## config.mk

```make
export PLATFORM = sky130hd
export DESIGN_NAME = cachedir_ctrl
export DESIGN_NICKNAME = d
export VERILOG_FILES = /design/src/rtl/cachedir_pkg.sv /design/src/rtl/cachedir_ctrl.sv
export SDC_FILE = /design/constraint.sdc
export NUM_CORES = 1
export LEC_CHECK = 0
export CAP_MARGIN = 10
export CORE_ASPECT_RATIO = 0.6
export CORE_MARGIN = 1
export CORE_UTILIZATION = 35
export DETAILED_ROUTE_END_ITERATION = 7
export PLACE_DENSITY = 0.81
export SYNTH_ARGS = -nofsm -noshare
export SYNTH_HDL_FRONTEND = slang
export SYNTH_SLANG_ARGS = --single-unit
```

## constraint.sdc

```tcl
create_clock -name clock -period 2.4 [get_ports clock]
set_input_delay 0.48 -clock clock [delete_from_list [all_inputs] [get_ports clock]]
set_output_delay 0.48 -clock clock [all_outputs]
set_load 0.02 [all_outputs]
```

## src/rtl/cachedir_pkg.sv

```systemverilog
// Shared encodings for the cache directory controller: request ops, default
// geometry, entry layout and controller states.
package cachedir_pkg;

   localparam int ADDR_WIDTH_DEF = 9;
   localparam int TAG_WIDTH_DEF  = 28;

   localparam logic [1:0] OP_LOOKUP = 2'b00;
   localparam logic [1:0] OP_FILL   = 2'b01;
   localparam logic [1:0] OP_INVAL  = 2'b10;
   localparam logic [1:0] OP_FLUSH  = 2'b11;

   typedef enum logic [1:0] {
      INIT,
      IDLE,
      RESP,
      FLUSH
   } state_e;

   // The valid flag sits directly above the tag field in each entry.
   function automatic int valid_pos(input int tag_width);
      return tag_width;
   endfunction

endpackage

```

## src/rtl/cachedir_ctrl.sv

```systemverilog
// Cache directory controller: sweeps RAM port B clear after reset/flush, serves
// lookup/fill/invalidate on port A. Response 1 cycle after accept (flush: depth+1);
// a held response stalls new requests, which pass through on the handshake cycle.
module cachedir_ctrl
   import cachedir_pkg::*;
#(
   parameter int ADDR_WIDTH = ADDR_WIDTH_DEF,
   parameter int TAG_WIDTH  = TAG_WIDTH_DEF
) (
   input  logic                  clock,
   input  logic                  reset_n,
   input  logic                  req_valid,
   output logic                  req_ready,
   input  logic [1:0]            req_op,
   input  logic [ADDR_WIDTH-1:0] req_index,
   input  logic [TAG_WIDTH-1:0]  req_tag,
   output logic                  rsp_valid,
   input  logic                  rsp_ready,
   output logic                  rsp_hit,
   output logic [TAG_WIDTH-1:0]  rsp_tag,
   output logic                  init_done,
   output logic                  dir_wren_a,
   output logic [ADDR_WIDTH-1:0] dir_address_a,
   output logic [TAG_WIDTH:0]    dir_data_a,
   input  logic [TAG_WIDTH:0]    dir_q_a,
   output logic                  dir_wren_b,
   output logic [ADDR_WIDTH-1:0] dir_address_b,
   output logic [TAG_WIDTH:0]    dir_data_b
);

   localparam int VB = valid_pos(TAG_WIDTH);

   state_e                  state, state_nxt;
   logic [ADDR_WIDTH-1:0]   cnt, cnt_nxt;
   logic                    hit_nxt;
   logic [TAG_WIDTH-1:0]    tag_nxt;
   logic                    init_done_nxt;
   logic                    accept;
   logic                    cnt_last;
   logic                    stored_valid;
   logic [TAG_WIDTH-1:0]    stored_tag;
   logic                    tag_hit;

   assign dir_address_a = req_index;
   assign dir_address_b = cnt;
   assign dir_data_b    = '0;
   assign dir_data_a    = (req_op == OP_FILL) ? {1'b1, req_tag} : '0;

   assign stored_valid = dir_q_a[VB];
   assign stored_tag   = dir_q_a[TAG_WIDTH-1:0];
   assign tag_hit      = stored_valid && (stored_tag == req_tag);
   assign cnt_last     = (cnt == '1);

   always_comb begin
      state_nxt     = state;
      cnt_nxt       = cnt;
      hit_nxt       = rsp_hit;
      tag_nxt       = rsp_tag;
      init_done_nxt = init_done;
      req_ready     = 1'b0;
      rsp_valid     = 1'b0;
      dir_wren_a    = 1'b0;
      dir_wren_b    = 1'b0;
      accept        = 1'b0;

      case (state)
         INIT: begin
            dir_wren_b = 1'b1;
            cnt_nxt    = cnt + ADDR_WIDTH'(1);
            if (cnt_last) begin
               state_nxt     = IDLE;
               init_done_nxt = 1'b1;
            end
         end
         FLUSH: begin
            dir_wren_b = 1'b1;
            cnt_nxt    = cnt + ADDR_WIDTH'(1);
            if (cnt_last) begin
               state_nxt = RESP;
               hit_nxt   = 1'b0;
               tag_nxt   = '0;
            end
         end
         IDLE: begin
            req_ready = 1'b1;
         end
         RESP: begin
            rsp_valid = 1'b1;
            req_ready = rsp_ready;
            if (rsp_ready) state_nxt = IDLE;
         end
         default: state_nxt = INIT;
      endcase

      // A request accepted on the handshake cycle overrides the return to IDLE.
      accept = req_valid && req_ready;
      if (accept) begin
         case (req_op)
            OP_LOOKUP: begin
               state_nxt = RESP;
               hit_nxt   = tag_hit;
               tag_nxt   = stored_tag;
            end
            OP_FILL: begin
               state_nxt  = RESP;
               hit_nxt    = stored_valid;
               tag_nxt    = stored_tag;
               dir_wren_a = 1'b1;
            end
            OP_INVAL: begin
               state_nxt  = RESP;
               hit_nxt    = tag_hit;
               tag_nxt    = stored_tag;
               dir_wren_a = tag_hit;
            end
            default: begin
               state_nxt = FLUSH;
               hit_nxt   = 1'b0;
               tag_nxt   = '0;
            end
         endcase
      end
   end

   always_ff @(posedge clock or negedge reset_n) begin
      if (!reset_n) begin
         state     <= INIT;
         cnt       <= '0;
         rsp_hit   <= 1'b0;
         rsp_tag   <= '0;
         init_done <= 1'b0;
      end else begin
         state     <= state_nxt;
         cnt       <= cnt_nxt;
         rsp_hit   <= hit_nxt;
         rsp_tag   <= tag_nxt;
         init_done <= init_done_nxt;
      end
   end

endmodule

```

==> results by group, run 1 <==
Run status
  • Status: finished with violations
  • Failing checks: negative setup slack

Placement
  • Post-Place Cell Area: between 4000 and 5000 um^2
  • # port buffers: ~130
  • Placer Congestion: about 0.8
  • Placed cell count: 480
  • DPL Wire Length: 5610 um

Timing
  • Fmax: 382 MHz
  • Setup violators final: 1
  • Final Hold Vio Count: 0
  • RSZ-0062 raised after global routing: true
  • Slew Limit Fails: 0
  • Crit share post-route: 109%
  • Final hold slack: around 0.17 ns
  • Final worst setup slack: -0.214 ns
  • Final min period: 2.61 ns
  • Max Clock Skew: between 0.003 and 0.004 ns

Hold path
  • Hold/Removal Path Class: in -> async

Routing
  • Wirelength per Cell: approximately 15 um
  • Pre-antenna DRT Iters: 4
  • DRT antenna net count: 0
  • Vias per inst: between 4 and 5
  • Initial DRC Count: 50
  • DRC Markers: 0
  • Routed WL: approximately 7100 um
  • Overall via count from detail_route: ~2.2k

Finish
  • Post-layout util: 59.6%
  • Commonest non-fill, non-tap cell in the layout: clkdlybuf4s50_1
  • Filler Cell Count: approximately 590
  • Commonest cells after routing, fill and taps aside: clkdlybuf4s50_1 (63), dfrtp_1 (41), buf_4 (31)
  • Ant. Diodes: 0
  • Fraction of layout cells with a size suffix above 1: between 20% and 30%
  • Cell area after layout: slightly above 4000 um^2
  • Area added between synthesis and finish: 62.0%
  • NumNets Final: between 400 and 500
  • Layout Cells excl Fill: around 490

Floorplanning
  • Die Y-Extent: around 67 um
  • Die X: 111 um
  • Core area: 6760 um^2
  • I/O pin count: between 150 and 200
  • Initial Utilization: approximately 37%
  • Die area: ~7500 um^2
  • Row count: 23

Worst setup path
  • Worst flop-to-flop path startpoint: dir_address_b[0]$_DFFE_PN0P_
  • Startpoint Class: input pin
  • Cell mode on critical path: buf_6
  • WP data arrival: around 2.1 ns
  • Crit path kind: in -> out
  • FF-to-FF setup slack: 0.37 ns
  • Req. time, crit path: between 1.5 and 2 ns
  • Slowest cell on the critical path: or4_4
  • Slowest stage delay, CP: 0.55 ns
  • CP Cell Sequence: buf_6, xor2_1, nor4_2, buf_4, nand4_1, or4_4, o21ai_2, buf_6
  • Max FO, Critical Path: 2
  • Worst r2r dst: rsp_tag[7]$_DFFE_PN0P_
  • Worst R2R Path Depth: 7
  • Crit end category: output port

Pwr
  • Net Sw Power: roughly 1.5 mW
  • Switching share of power: about two fifths
  • Clk pwr share: 17.5%
  • Tot Pwr: about 4.0 mW
  • Comb pwr share: 52.9%
  • Cell Int Power: 2.46 mW
  • Reg power frac: approximately 30%
  • Leakage: 1.97 nW
  • PwrDens: just under 1000 nW/um^2
  • Peak supply drop: ~0.43 mV

Global route
  • Largest net degree at the start of global routing: 42
  • Total global routing overflow: 0
  • Global-route wire length before repair: 11200 um
  • Number of global-route vias before repair: roughly 2.2k
  • Initial antenna violation count: 0
  • Total GRT Usage: between 15 and 20%

Yosys
  • Yosys synthesis warning count: 0
  • Post-synthesis sequential area ratio: between 40% and 50%
  • Dominant cells by area after synthesis: dfrtp_1 (41%), buf_4 (11%), a22o_1 (9.9%)
  • Syn avg cell area: 10.2 um^2
  • Top-area cell type share of the netlist area: roughly two fifths
  • Netlist Area Pre-Place: between 2000 and 2500 um^2
  • #FFs+latches synth: 41
  • Yosys top cell by area: dfrtp_1
  • Synthesized instance count: approximately 240
  • Number of distinct library cells after synthesis: 26

Clocking
  • CTS tree: yes
  • Setup repair bufs after CTS: 0
  • Maximum root-to-sink buffer count: 2
  • Total CTS buffers: 5
  • Worst skew pair latency: 0.28 ns
  • Root Driver: clkbuf_16
  • CTS Sinks: 41
  • Clock slew seen by the registers of the worst setup and hold paths: about 0.060 ns
  • H-tree depth: 2

Run
  • # Max-Cap Violations: 0
## state kept, by name, indices dropped and copies added, names as in the netlist
register       cells
dir_address_b      9
init_done          1
rsp_hit            1
rsp_tag           28
state              2
## worst max-delay path by stage
stage,from,endpoint,cells past startpoint
floorplan,dir_q_a[10],dir_wren_a,5
global placement,dir_q_a[12],dir_wren_a,8
detailed placement,dir_q_a[12],dir_wren_a,8
CTS,req_tag[1],dir_wren_a,8
global route,dir_q_a[22],dir_wren_a,8
finish,dir_q_a[22],dir_wren_a,8
## power by group through the flow
stage / logic (mW) / registers [mW] / clock network, mW
after floorplan: 0.867 / 1.47 / 0
after global placement: 2.12 / 1.18 / 0
after detailed placement: 2.18 / 1.18 / 0
after CTS: 2.13 / 1.18 / 0.719
after global routing: 2.28 / 1.22 / 0.759
final: 2.12 / 1.18 / 0.701
## through the flow
step	setup WS [ns]	TNS (ns)
2_1_floorplan	0.0615	0
3_3_place_gp	-1.16	-7.64
3_5_place_dp	-1.15	-7.69
4_1_cts	-0.260	-0.260
5_1_grt	-0.252	-0.252
6_report	-0.214	-0.214
## cells by family after synthesis
logic type | share of synthesized area (%)
and+or+nand+nor | 14.2
DFF | 41.3
xor gates and xnor gates | 12.3
other | 0.151
adders and majority gates | 5.03
buffers and inverters | 13.4
AOI/OAI and AO/OA | 12.2
muxes | 1.36
## repair_timing
action,4_1_cts,5_1_grt
pin swaps,15,15
hold buffers,0,0
endpoints found under the setup margin,32,26
resized for setup,117,76
## synthesized netlist by cell type
master	n
clkbuf_1	8
nand3_1	6
o21ai_0	3
or4_1	1
conb_1	1
nor3_1	2
or2_1	1
nor4_1	4
inv_1	5
and3_1	1
nand4_1	6
xor2_1	21
nand2_1	8
a31oi_1	1
buf_4	38
ha_1	10
o21ai_1	2
a21oi_1	2
and2_1	28
dfrtp_1	41
xnor2_1	14
a22o_1	28
a21o_1	1
mux2_2	3
a21oi_2	1
nor2_1	7
## routing by layer
metal  up-vias  global-route usage (%)  wire [um]  part of all wire [%]
met4         0                    4.50         34                  0.48
met2        86                    31.5       3410                    48
li1       1070                       -          -                     -
met5         -                       0          0                     0
met3         4                    5.48        446                   6.3
met1      1081                    25.4       3210                    45
## area by class of cell
cell class | count | area (um^2) | area share (%)
repair buffers | 167 | 1420 | 35.1
multi-input cells | 179 | 1300 | 32.3
flip-flops and latches | 41 | 1030 | 25.5
clock buffers | 7 | 153 | 3.79
well taps | 87 | 109 | 2.70
inverters | 5 | 18.8 | 0.466
clock inverters | 1 | 5.00 | 0.124
## worst max-delay path, delay by kind of cell
kind            cells  cell delay, ns
xor+xnor            1            0.16
compound gates      1            0.13
buf+inv             3            0.39
simple gates        3            0.97
Note: power is estimated with default switching activity, not from simulation.
==> run 2: changes to the inputs <==
CORE_UTILIZATION = 31   (was 35)
PLACE_DENSITY = default   (was 0.81)
PLACE_DENSITY_LB_ADDON = 0.05   (was default)
clock period = 2.3 ns   (was 2.4 ns; I/O delays follow)
==> results by group, run 2 (synthesis gave the netlist of run 1 again) <==
Pwr
  • Peak supply drop: 0.357 mV (-16%)
  • PwrDens: 1040 nW/um^2 (+4.2%)
  • Tot Pwr: 4.22 mW (+5.4%)
  • Leakage: 1.96 nW (-0.59%)

Routing
  • DRT antenna net count: 0 (unchanged)
  • DRC Markers: 0 (unchanged)
  • Met2 wire len: 3360 um (-1.6%)
  • DR top layer: met4
  • Overall via count from detail_route: 2212 (-1.3%)
  • Pre-antenna DRT Iters: 4 (unchanged)
  • Vias per inst: 4.38 (-4.8%)
  • Initial DRC Count: 79 (+58%)
  • Routed WL: 7200 um (+1.3%)
  • WL met3: 445 um (-0.22%)
  • Wirelength per Cell: 14.3 um (-2.3%)
  • M1 WL: 3370 um (+5.0%)

Clocking
  • CTS tree: yes
  • CTS Sinks: 41 (unchanged)
  • H-tree depth: 2 (unchanged)
  • Clock slew seen by the registers of the worst setup and hold paths: 0.06 ns (about the same)
  • Root Driver: clkbuf_16
  • Worst skew pair latency: 0.28 ns (about the same)
  • Total CTS buffers: 5 (unchanged)
  • Maximum root-to-sink buffer count: 2 (unchanged)

Floorplanning
  • Die area: 8390 um^2 (+13%)
  • Row count: 24 (+4.3%)
  • I/O pin count: 182 (unchanged)
  • Die X: 118 um (+6.1%)
  • Initial Utilization: 33.1% (-3.6 points)
  • Core area: 7510 um^2 (+11%)
  • Die Y-Extent: 71.4 um (+6.1%)

Run status
  • Failing checks: negative setup slack
  • Status: finished with violations

Worst setup path
  • Max FO, Critical Path: 2 (unchanged)
  • Worst R2R Path Depth: 7 (unchanged)
  • WP data arrival: 2.15 ns (+0.02 ns)
  • Req. time, crit path: 1.84 ns (-0.08 ns)
  • Crit path kind: in -> out
  • Worst r2r dst: state[0]$_DFFE_PN0P_
  • Crit end category: output port
  • Startpoint Class: input pin
  • Worst flop-to-flop path startpoint: dir_address_b[0]$_DFFE_PN0P_
  • FF-to-FF setup slack: 0.39 ns (+0.02 ns)

Timing
  • Setup TNS: -0.307 ns (-0.0928 ns)
  • Final Hold Vio Count: 0 (unchanged)
  • Slew Limit Fails: 0 (unchanged)
  • Fmax: approximately 380 MHz
  • Max Clock Skew: 0.00467 ns (+0.000676 ns)
  • Final min period: roughly 2.6 ns
  • RSZ-0062 raised after global routing: true
  • Setup violators final: 1 (unchanged)
  • Crit share post-route: 113%
  • Final worst setup slack: -0.307 ns (-0.0928 ns)

Global route
  • Total global routing overflow: 0 (unchanged)
  • Largest net degree at the start of global routing: 28 (-33%)
  • Initial antenna violation count: 0 (unchanged)
  • Global-route wire length before repair: 11700 um (+4.8%)
  • Total GRT Usage: 17.7% (-1.5 points)
  • Number of global-route vias before repair: 2225 (-0.27%)

Finish
  • Multi-input gate area: 1310 um^2 (+0.87%)
  • NumNets Final: 482 (+0.21%)
  • Register Area: 1030 um^2 (unchanged)
  • Filler Cell Count: 741 (+26%)
  • Commonest non-fill, non-tap cell in the layout: clkdlybuf4s50_1
  • Commonest cells after routing, fill and taps aside: clkdlybuf4s50_1 (63), dfrtp_1 (41), buf_4 (32)
  • Ant. Diodes: 0 (unchanged)
  • Fraction of layout cells with a size suffix above 1: 26.7% (+1.4 points)
  • Max FFs per register: 28 (unchanged)
  • Biggest register: rsp_tag
  • Post-layout util: 54.3% (-5.3 points)
  • Area added between synthesis and finish: 64.0%

Placement
  • Placer Congestion: 0.823 (+4.0%)
  • # port buffers: 134 (unchanged)
  • Pre-CTS setup slack: -1.27 ns (-0.124 ns)
  • DPL Wire Length: 5750 um (+2.5%)

Run
  • # Max-Cap Violations: 0 (unchanged)

Hold path
  • Hold/Removal Path Class: in -> async
## run 2: critical path: stages
cell	delay [ns]
buf_2	0.11
xor2_1	0.16
nor4_2	0.32
buf_4	0.17
nand4_1	0.09
or4_4	0.55
o21ai_4	0.15
buf_6	0.14
## run 2: area by class of cell
type                            count  area share (%)
Clock inverter                      1           0.123
Timing Repair Buffer              168            35.1
Sequential cell                    41            25.2
Inverter                            5           0.460
Tap cell                          104            3.19
Multi-Input combinational cell    179            32.2
Clock buffer                        7            3.74
## run 2: layer usage
layer | up-vias | track usage, %
met5 | - | 0
met4 | 0 | 3.13
met3 | 2 | 4.46
met2 | 88 | 28.0
met1 | 1050 | 24.7
li1 | 1072 | -
## run 2: worst max path at each step
stage | from | end | depth (start not counted)
after detailed placement | dir_q_a[12] | dir_wren_a | 8
after global routing | dir_q_a[1] | dir_wren_a | 8
after global placement | dir_q_a[10] | dir_wren_a | 8
after floorplan | dir_q_a[10] | dir_wren_a | 5
after CTS | req_tag[10] | dir_wren_a | 8
final | req_tag[19] | dir_wren_a | 8
## run 2: where the power goes
group / total, mW / switching, mW / internal, mW
registers: 1.23 / 0.214 / 1.02
logic: 2.26 / 1.13 / 1.14
clock network: 0.727 / 0.268 / 0.459
## run 2: stage by stage
stage | hold WS (ns) | cells | instance area [um^2]
4_1_cts | 0.158 | 504 | 4150
3_3_place_gp | 0.438 | 497 | 4040
3_5_place_dp | 0.454 | 497 | 4040
5_1_grt | 0.169 | 505 | 4080
2_1_floorplan | 0.164 | 271 | 2590
6_report | 0.154 | 505 | 4080
## run 2: repair_timing
item | in CTS | in global routing
setup endpoints to repair | 32 | 29
hold buffers | 0 | 0
hold endpoints to repair | 0 | 0
pin swaps | 19 | 7
resized for setup | 174 | 37
setup buffers | 0 | 1
